## config.mk

```make
export PLATFORM = sky130hd
export DESIGN_NAME = conv_window_mac_flat
export DESIGN_NICKNAME = d
export VERILOG_FILES = /design/src/rtl/conv_window_mac_if.sv /design/src/rtl/conv_window_mac.sv /design/src/flat_wrapper.sv
export SDC_FILE = /design/constraint.sdc
export NUM_CORES = 1
export LEC_CHECK = 0
export BUFFER_PORTS_ARGS = -buffer_cell sky130_fd_sc_hd__clkbuf_2
export CORE_MARGIN = 5
export CORE_UTILIZATION = 45
export DETAILED_ROUTE_END_ITERATION = 12
export PLACE_DENSITY = 0.7
export SYNTH_ARGS = -nofsm -noshare
export SYNTH_HDL_FRONTEND = slang
export SYNTH_SLANG_ARGS = --single-unit
export TNS_END_PERCENT = 1
```

## constraint.sdc

```tcl
create_clock -name clk -period 17.5 [get_ports clk]
set_clock_uncertainty 0.1 [all_clocks]
set_input_delay 0.875 -clock clk [delete_from_list [all_inputs] [get_ports clk]]
set_output_delay 0.875 -clock clk [all_outputs]
set_load 0.02 [all_outputs]
```

## src/rtl/conv_window_mac_if.sv

```systemverilog
// Handshake bundle for conv_window_mac: kernel load, pixel stream in, result stream out.
// master drives the weight/pixel inputs and out_ready; slave is the MAC engine.
interface conv_window_mac_if #(
    parameter int DATA_W = 8,
    parameter int OUT_W  = 8
);
    logic              w_start;
    logic              w_valid;
    logic [DATA_W-1:0] w_data;
    logic              w_loaded;
    logic              in_valid;
    logic              in_ready;
    logic [DATA_W-1:0] in_data;
    logic              out_valid;
    logic              out_ready;
    logic [OUT_W-1:0]  out_data;
    logic              busy;

    modport master (
        output w_start, w_valid, w_data, in_valid, in_data, out_ready,
        input  w_loaded, in_ready, out_valid, out_data, busy
    );

    modport slave (
        input  w_start, w_valid, w_data, in_valid, in_data, out_ready,
        output w_loaded, in_ready, out_valid, out_data, busy
    );
endinterface

```

## src/rtl/conv_window_mac.sv

```systemverilog
// Streaming K*K multiply-accumulate for one output pixel: signed kernel x unsigned pixels,
// followed by arithmetic shift, optional ReLU and saturation to OUT_W bits.
module conv_window_mac #(
    parameter int DATA_W = 8,
    parameter int K      = 3,
    parameter int ACC_W  = 24,
    parameter int OUT_W  = 8,
    parameter int SHIFT  = 0,
    parameter int RELU   = 0
) (
    input logic               clk,
    input logic               rst,
    conv_window_mac_if.slave  bus
);
    localparam int TAPS  = K * K;
    localparam int CNT_W = (TAPS > 1) ? $clog2(TAPS) : 1;
    localparam logic [CNT_W-1:0] LAST_TAP = CNT_W'(TAPS - 1);

    // Clamp bounds expressed at accumulator width so the compare is a plain signed one.
    localparam logic signed [ACC_W-1:0] SAT_HI =
        ACC_W'((RELU != 0) ? ((1 << OUT_W) - 1) : ((1 << (OUT_W - 1)) - 1));
    localparam logic signed [ACC_W-1:0] SAT_LO =
        ACC_W'((RELU != 0) ? 0 : -(1 << (OUT_W - 1)));

    typedef enum logic [1:0] {IDLE, LOADW, ACC, OUT} state_t;

    state_t                     state, state_nxt;
    logic signed [ACC_W-1:0]    acc;
    logic [CNT_W-1:0]           tap_cnt;
    logic                       w_loaded_q;
    logic [OUT_W-1:0]           out_q;
    logic [TAPS-1:0][DATA_W-1:0] weight;

    logic                       in_rdy;
    logic                       pix_acc;
    logic                       w_wr;
    logic                       last_tap;
    logic [DATA_W-1:0]          w_sel;
    logic signed [ACC_W-1:0]    w_ext;
    logic signed [ACC_W-1:0]    px_ext;
    logic signed [ACC_W-1:0]    prod;
    logic signed [ACC_W-1:0]    acc_base;
    logic signed [ACC_W-1:0]    acc_sum;
    logic signed [ACC_W-1:0]    shifted;
    logic signed [ACC_W-1:0]    sat_val;
    logic [OUT_W-1:0]           out_nxt;

    // w_start has priority over a pixel offered in the same IDLE cycle.
    assign in_rdy   = (state == ACC) || (state == IDLE && w_loaded_q && !bus.w_start);
    assign pix_acc  = bus.in_valid && in_rdy;
    assign w_wr     = (state == LOADW) && bus.w_valid;
    assign last_tap = (tap_cnt == LAST_TAP);

    for (genvar t = 0; t < TAPS; t++) begin : g_tap
        logic [DATA_W-1:0] w_q;
        always_ff @(posedge clk) begin
            if (rst)
                w_q <= '0;
            else if (w_wr && tap_cnt == CNT_W'(t))
                w_q <= bus.w_data;
        end
        assign weight[t] = w_q;
    end

    assign w_sel    = weight[tap_cnt];
    assign w_ext    = ACC_W'($signed(w_sel));
    assign px_ext   = {{(ACC_W-DATA_W){1'b0}}, bus.in_data};
    assign prod     = w_ext * px_ext;
    // The first tap of a window is taken from IDLE, so it starts from zero rather than acc.
    assign acc_base = (state == IDLE) ? '0 : acc;
    assign acc_sum  = acc_base + prod;
    assign shifted  = acc_sum >>> SHIFT;

    always_comb begin
        sat_val = shifted;
        if (shifted > SAT_HI)
            sat_val = SAT_HI;
        else if (shifted < SAT_LO)
            sat_val = SAT_LO;
    end

    assign out_nxt = sat_val[OUT_W-1:0];

    always_comb begin
        state_nxt = state;
        case (state)
            IDLE: begin
                if (bus.w_start)
                    state_nxt = LOADW;
                else if (pix_acc)
                    state_nxt = last_tap ? OUT : ACC;
            end
            LOADW: begin
                if (bus.w_valid && last_tap)
                    state_nxt = IDLE;
            end
            ACC: begin
                if (pix_acc && last_tap)
                    state_nxt = OUT;
            end
            OUT: begin
                if (bus.out_ready)
                    state_nxt = IDLE;
            end
            default: state_nxt = IDLE;
        endcase
    end

    always_ff @(posedge clk) begin
        if (rst) begin
            state      <= IDLE;
            acc        <= '0;
            tap_cnt    <= '0;
            w_loaded_q <= 1'b0;
            out_q      <= '0;
        end else begin
            state <= state_nxt;
            case (state)
                IDLE: begin
                    if (bus.w_start) begin
                        tap_cnt <= '0;
                    end else if (pix_acc) begin
                        acc <= acc_sum;
                        if (last_tap) begin
                            tap_cnt <= '0;
                            out_q   <= out_nxt;
                        end else begin
                            tap_cnt <= CNT_W'(1);
                        end
                    end
                end
                LOADW: begin
                    if (bus.w_valid) begin
                        if (last_tap) begin
                            tap_cnt    <= '0;
                            w_loaded_q <= 1'b1;
                        end else begin
                            tap_cnt <= tap_cnt + CNT_W'(1);
                        end
                    end
                end
                ACC: begin
                    if (pix_acc) begin
                        acc <= acc_sum;
                        if (last_tap) begin
                            tap_cnt <= '0;
                            out_q   <= out_nxt;
                        end else begin
                            tap_cnt <= tap_cnt + CNT_W'(1);
                        end
                    end
                end
                OUT: begin
                    if (bus.out_ready) begin
                        acc     <= '0;
                        tap_cnt <= '0;
                    end
                end
                default: ;
            endcase
        end
    end

    assign bus.w_loaded  = w_loaded_q;
    assign bus.in_ready  = in_rdy;
    assign bus.out_valid = (state == OUT);
    assign bus.out_data  = out_q;
    assign bus.busy      = (state != IDLE);
endmodule

```

## src/flat_wrapper.sv

```systemverilog
// flat-port wrapper written by rule: the top's interface ports become plain ports
module conv_window_mac_flat 
#(
    parameter int DATA_W = 8,
    parameter int K      = 3,
    parameter int ACC_W  = 24,
    parameter int OUT_W  = 8,
    parameter int SHIFT  = 0,
    parameter int RELU   = 0
)
  (clk, rst, bus_w_start, bus_w_valid, bus_w_data, bus_in_valid, bus_in_data, bus_out_ready, bus_w_loaded, bus_in_ready, bus_out_valid, bus_out_data, bus_busy);
  conv_window_mac_if #(.DATA_W(DATA_W), .OUT_W(OUT_W)) bus_i ();
  input logic clk;
  input logic rst;
  input wire logic [$bits(bus_i.w_start)-1:0] bus_w_start;
  input wire logic [$bits(bus_i.w_valid)-1:0] bus_w_valid;
  input wire logic [$bits(bus_i.w_data)-1:0] bus_w_data;
  input wire logic [$bits(bus_i.in_valid)-1:0] bus_in_valid;
  input wire logic [$bits(bus_i.in_data)-1:0] bus_in_data;
  input wire logic [$bits(bus_i.out_ready)-1:0] bus_out_ready;
  output wire logic [$bits(bus_i.w_loaded)-1:0] bus_w_loaded;
  output wire logic [$bits(bus_i.in_ready)-1:0] bus_in_ready;
  output wire logic [$bits(bus_i.out_valid)-1:0] bus_out_valid;
  output wire logic [$bits(bus_i.out_data)-1:0] bus_out_data;
  output wire logic [$bits(bus_i.busy)-1:0] bus_busy;
  assign bus_i.w_start = bus_w_start;
  assign bus_i.w_valid = bus_w_valid;
  assign bus_i.w_data = bus_w_data;
  assign bus_i.in_valid = bus_in_valid;
  assign bus_i.in_data = bus_in_data;
  assign bus_i.out_ready = bus_out_ready;
  assign bus_w_loaded = bus_i.w_loaded;
  assign bus_in_ready = bus_i.in_ready;
  assign bus_out_valid = bus_i.out_valid;
  assign bus_out_data = bus_i.out_data;
  assign bus_busy = bus_i.busy;
  conv_window_mac #(.DATA_W(DATA_W), .K(K), .ACC_W(ACC_W), .OUT_W(OUT_W), .SHIFT(SHIFT), .RELU(RELU)) u_core (.clk(clk), .rst(rst), .bus(bus_i));
endmodule
```

Word level (Yosys, flattened, before mapping)
Cells that the tools add are included. Widths: inputs -> output; s select.

Register bits: 111. Input port bits: 22. Output and inout bits: 12.

Add/sub/neg operators: 2. Multiply operators: 1. Order comparisons: 3. Equal/unequal tests: 18. Muxes and demuxes: 28. Reductions and logical operators: 27.

Operators by type and width (number): $mux 24 (4); $pmux 24 s3 (1); $mux 8 (6); $bmux 8 s4 (1); $add 24x17->24 (1); $gt 24x8->1 const B (1); $lt 24x8->1 const B (1); $mux 4 (6); $mul 8x9->17 (1); $eq 4x3->1 const B (4); $pmux 4 s4 (1); $pmux 8 s2 (1); $logic_and 1x1->1 (15); $mux 2 (5); $ne 2x2->1 const B (5); $eq 4x2->1 const B (2); $pmux 2 s4 (1); $reduce_and 4->1 (2); $reduce_and 3->1 (2); $lt 4x5->1 const B (1); $add 4x1->4 const B (1); $eq 2x2->1 const B (2); $eq 4x1->1 const B (1); $eq 4x4->1 const B (1); other kinds (11) (13).

Depth between registers and ports, before layout
Word-level depth: 11. Gate-level depth with buffers: 27.

Worst setup path after synthesis
No wires, ideal clock.

Path kind: register -> register. From: register u_core.tap_cnt[2]. To: register u_core.out_q[6], in the netlist u_core.bus.out_data[6]. Data arrival time: 6.428 ns. Data required time: 17.253 ns. Path slack: 10.825 ns. Cell stages (with the launch flop): 24. Path buffers: 2. Path through: dfxtp_1 buf_2 buf_1 mux2i_1 o21ai_0 o21ai_0 o2bb2ai_1 nand2_1 fa_1 inv_1 fa_1 fa_1 fa_1 fa_1 ha_1 or2_1 o2111ai_1 nand4_1 a31oi_2 o21ai_2 xnor2_1 and4_1 a41oi_1 o32ai_1.

Word-level cells in the longest chain between the ends: 11.

RTL lines: from (decl) (RTL line conv_window_mac.sv:29) `logic [CNT_W-1:0] tap_cnt;`; from (signal assigned) (RTL line conv_window_mac.sv:138) `tap_cnt <= tap_cnt + CNT_W'(1);`; from (signal assigned) (RTL line conv_window_mac.sv:149) `tap_cnt <= tap_cnt + CNT_W'(1);`; $bmux 8 s4 (RTL line conv_window_mac.sv:65) `assign w_sel = weight[tap_cnt];`; $mux 8 (implied by the code) (RTL line conv_window_mac.sv:65); $mul 8x9->17 (RTL line conv_window_mac.sv:68) `assign prod = w_ext * px_ext;`; $add 24x17->24 (RTL line conv_window_mac.sv:71) `assign acc_sum = acc_base + prod;`; $lt 24x8->1 (RTL line conv_window_mac.sv:78) `else if (shifted < SAT_LO)`; $mux 8 (RTL line conv_window_mac.sv:78); $mux 8 (RTL line conv_window_mac.sv:76) `if (shifted > SAT_HI)`; $mux 8 (*) (RTL line conv_window_mac.sv:124, conv_window_mac.sv:145); $mux 8 (*) (RTL line conv_window_mac.sv:122) `end else if (pix_acc) begin`; $mux 8 (RTL line conv_window_mac.sv:120) `if (bus.w_start) begin`; $pmux 8 s2 (*) (RTL line conv_window_mac.sv:118) `case (state)`; to (signal assigned) (RTL line conv_window_mac.sv:126) `out_q <= out_nxt;`; to (signal assigned) (RTL line conv_window_mac.sv:147) `out_q <= out_nxt;`; to (decl) (RTL line conv_window_mac.sv:31) `logic [OUT_W-1:0] out_q;`.

Every way passes the cells marked *; elsewhere a longest branch is shown, timed or not. The select of a mux whose other input is x is not followed. A chain may end at the register's enable or synchronous reset.

Final worst setup path
From: register u_core.tap_cnt[3]. To: register u_core.out_q[6], in the netlist u_core.bus.out_data[6].

The elaborated chain is that of the path after synthesis.

==> impl_metrics.env <==
export IMPL_dpl_hpwl_mm=15.2
export IMPL_mappedNetlistArea_sq_um=8470
export IMPL_period_share_pct=43.6
export IMPL_cpMostUsedCell="fa_1"
export IMPL_synthMuxAreaShare_pct=6.86
export IMPL_dieHeight_um=147
export IMPL_fin_nets=1140
export IMPL_dr_first_iter_drc_count=533
export IMPL_yosys_warnings=0
export IMPL_power_density_nw_per_um2=150
export IMPL_synth_edf_count=0
export IMPL_grt_usage_pct=19.1
export IMPL_syn_nets=1144
export IMPL_diodes=0
export IMPL_grt_max_degree=89
export IMPL_wl_per_cell_um=16.9
export IMPL_worstSetupPathType="flop to flop"
export IMPL_async_flop_share_pct=0
export IMPL_syn_area_per_cell_sq_um=8.59
export IMPL_dp_cells=1205
export IMPL_htreeDepth=3
export IMPL_die_x_um=147
export IMPL_tns_ns=0
export IMPL_vias_per_cell=5.68
export IMPL_critPathBufInv=1
export IMPL_numCtsBuffers=9
export IMPL_arrival_ns=7.74
export IMPL_seq_area_frac_synth_pct=26.2
export IMPL_postCtsResizedCells=0
export IMPL_period_needed_ns=7.62
export IMPL_mostFrequentLayoutCell="nand2_1"
export IMPL_max_freq_mhz=131
export IMPL_cts_tree="yes"
export IMPL_crit_chain="mux2i_1 > o22ai_1 > o21ai_0 > o2bb2ai_1 > nand2_1 > fa_1 > inv_1 > fa_1 > fa_1 > fa_1 > fa_1 > ha_1 > or2_1 > o2111ai_1 > nand4_1 > a31oi_2 > o21ai_2 > xnor2_1 > and4_1 > a41oi_1 > o32ai_1"
export IMPL_dieArea_sq_um=21700
export IMPL_hold_viol_final=0
export IMPL_port_buffers=33
export IMPL_clk_path_buf_depth=2
export IMPL_synthXorXnorAreaFrac_pct=2.05
export IMPL_cp_top_family="adder cells"
export IMPL_layoutNonFillerInstCount=1220
export IMPL_cp_start_kind="flop"
export IMPL_grt_pass1_vias=6593
export IMPL_place_congestion=0.875
export IMPL_postRouteAntennaNets=0
export IMPL_synth_compound_area_share_pct=13.7
export IMPL_cp_slowest_stage_delay_ns=1.07
export IMPL_dr_total_vias=6925
export IMPL_synth_top_family_by_area="adder cells"
export IMPL_drive_above_1_share_pct=8.01
export IMPL_start_util_pct=45.4
export IMPL_drc_errors=0
export IMPL_setup_viol=0
export IMPL_final_cell_mix="113 x nand2_1, 111 x dfxtp_1, 84 x nor2_1, 84 x ha_1, 74 x a21oi_1"
export IMPL_maxSlewViolCount=0
export IMPL_yosysUniqueCellTypes=64
export IMPL_irDropWorstVdd_uv=80.1
export IMPL_ctsHoldBuffers=0
export IMPL_leakage_nw=3.85
export IMPL_path_max_fanout=31
export IMPL_hp_class="flop to flop"
export IMPL_cts_sinks=111
export IMPL_io_pins=34
export IMPL_postCtsSetupRepairBufs=0
export IMPL_worst_ep_required_time_ns=17.62
export IMPL_antenna_found_initial=0
export IMPL_synth_seq_cells=111
export IMPL_end_kind="flop"
export IMPL_cap_violations=0
export IMPL_placementRows=50
export IMPL_syn2layout_area_growth_pct=7.18
export IMPL_power_mw=1.36
export IMPL_root_buffer="clkbuf_16"
export IMPL_synth_flop_cell="dfxtp_1"
export IMPL_core_area_sq_um=18600
export IMPL_slew_headroom_pct=25.5
export IMPL_grt_pass1_wl_mm=34.0
export IMPL_cp_slowest_cell="dfxtp_1"
export IMPL_drt_pass1_iterations=5
export IMPL_worst_pin_slew_ns=1.12
export IMPL_grt_overflow=0
export IMPL_path_clk_slew_ns=0.08
export IMPL_postRouteWirelength_mm=20.6
export IMPL_fin_util_pct=48.7
export IMPL_synth_cells=986
export IMPL_status="finished, final reports clean"
export IMPL_synthAdderAreaFrac_pct=24.7
export IMPL_clk_latency_ns=0.37
export IMPL_synth_simple_gate_area_share_pct=20.7
export IMPL_rsz0062_at_grt="no"
flip-flops by register name, indices dropped and copies added, names as in the netlist:
name,cells
u_core.tap_cnt,4
u_core.bus.w_loaded,1
u_core.acc,24
u_core.bus.out_data,8
u_core.state,2
u_core.g_tap.w_q,72
cells by family (layout without fill, tap and decap cells):
| kind of cell | count (synthesis) | in the layout |
|---|---|---|
| flip-flops | 111 | 111 |
| XOR/XNOR | 19 | 19 |
| buffers and inverters | 125 | 125 |
| adder cells (fa/ha/maj) | 136 | 136 |
| AO/OA/AOI/OAI | 178 | 178 |
| multiplexers | 48 | 48 |
| AND/OR/NAND/NOR | 369 | 369 |
final timing paths:
check	slack, ns	cells after the start	endpoint	startpoint
worst max register to register	9.88	21	u_core.bus.out_data[6]$_SDFFE_PP0P_	u_core.tap_cnt[3]$_SDFFE_PP0P_
worst max-delay path	9.88	21	u_core.bus.out_data[6]$_SDFFE_PP0P_	u_core.tap_cnt[3]$_SDFFE_PP0P_
worst min register to register	0.35	2	u_core.acc[16]$_SDFFE_PP0P_	u_core.acc[16]$_SDFFE_PP0P_
worst min-delay path	0.35	2	u_core.acc[16]$_SDFFE_PP0P_	u_core.acc[16]$_SDFFE_PP0P_
cell usage after synthesis (all sizes together), types with 2 or more instances:
cell / instances / area (sq um)
o2bb2ai: 7 / 61.3
a41oi: 2 / 17.5
nand2b: 4 / 25.0
mux4: 8 / 180
and4: 2 / 17.5
o21bai: 2 / 15.0
o32ai: 7 / 61.3
xor2: 5 / 43.8
nor2b: 17 / 106
o21ai: 29 / 149
nor3b: 6 / 45.0
or4: 2 / 15.0
o31ai: 2 / 28.8
clkbuf: 47 / 176
dfxtp: 111 / 2220
a21oi: 74 / 370
a21o: 8 / 60.1
a22oi: 11 / 82.6
and3: 3 / 18.8
nand3: 60 / 300
nand3b: 2 / 15.0
or3: 5 / 31.3
nor3: 14 / 70.1
o22ai: 7 / 43.8
a211oi: 6 / 55.1
ha: 84 / 1050
nor4b: 2 / 17.5
or2: 4 / 25.0
nand2: 113 / 424
mux2i: 40 / 400
o2111ai: 5 / 43.8
a32oi: 2 / 36.3
fa: 52 / 1040
buf: 10 / 51.3
a31oi: 5 / 37.5
xnor2: 14 / 130
nor2: 84 / 315
and2: 40 / 250
a31o: 4 / 35.0
inv: 67 / 251
nand4: 8 / 50.1
layer usage:
| metal | up-vias | part of all wire (%) | global-route usage [%] |
|---|---|---|---|
| met5 | - | 0 | 0 |
| met4 | 0 | 1.3 | 4.47 |
| met3 | 21 | 3.8 | 2.50 |
| met2 | 145 | 47 | 30.4 |
| met1 | 3380 | 48 | 27.7 |
| li1 | 3379 | - | - |
stage by stage:
| step | instance area [sq um] | hold slack (ns) | setup WS, ns |
|---|---|---|---|
| CTS | 9070 | 0.350 | 9.94 |
| finish | 9070 | 0.348 | 9.88 |
| global route | 9070 | 0.368 | 9.29 |
| detailed placement | 8770 | 0.340 | 9.96 |
| global placement | 8770 | 0.336 | 10.06 |
| floorplan | 8470 | 0.327 | 10.82 |
report_power, final:
| group | internal [mW] | total, mW | switching, mW |
|---|---|---|---|
| clock | 0.113 | 0.214 | 0.101 |
| sequential | 0.263 | 0.271 | 0.00744 |
| combinational | 0.331 | 0.877 | 0.546 |
layout make-up:
cell class                 count  area [sq um]
sequential                   111          2220
timing repair buffer          42           235
inverter                      68           255
clock buffer                   9           225
fill                        1793          9570
clock inverter                 6          77.6
multi-input combinational    750          5770
tap                          234           293
worst reg2reg max path: stages, from the launching register on:
cell and delay [ns]:
dfxtp_1 1.07, mux2i_1 0.18, o22ai_1 0.17, o21ai_0 0.12
o2bb2ai_1 0.59, nand2_1 0.17, fa_1 0.56, inv_1 0.05
fa_1 0.52, fa_1 0.45, fa_1 0.58, fa_1 0.42
ha_1 0.25, or2_1 0.25, o2111ai_1 0.29, nand4_1 0.16
a31oi_2 0.30, o21ai_2 0.09, xnor2_1 0.20, and4_1 0.22
a41oi_1 0.55, o32ai_1 0.19
No activity file was read; power rests on OpenSTA's default activity.
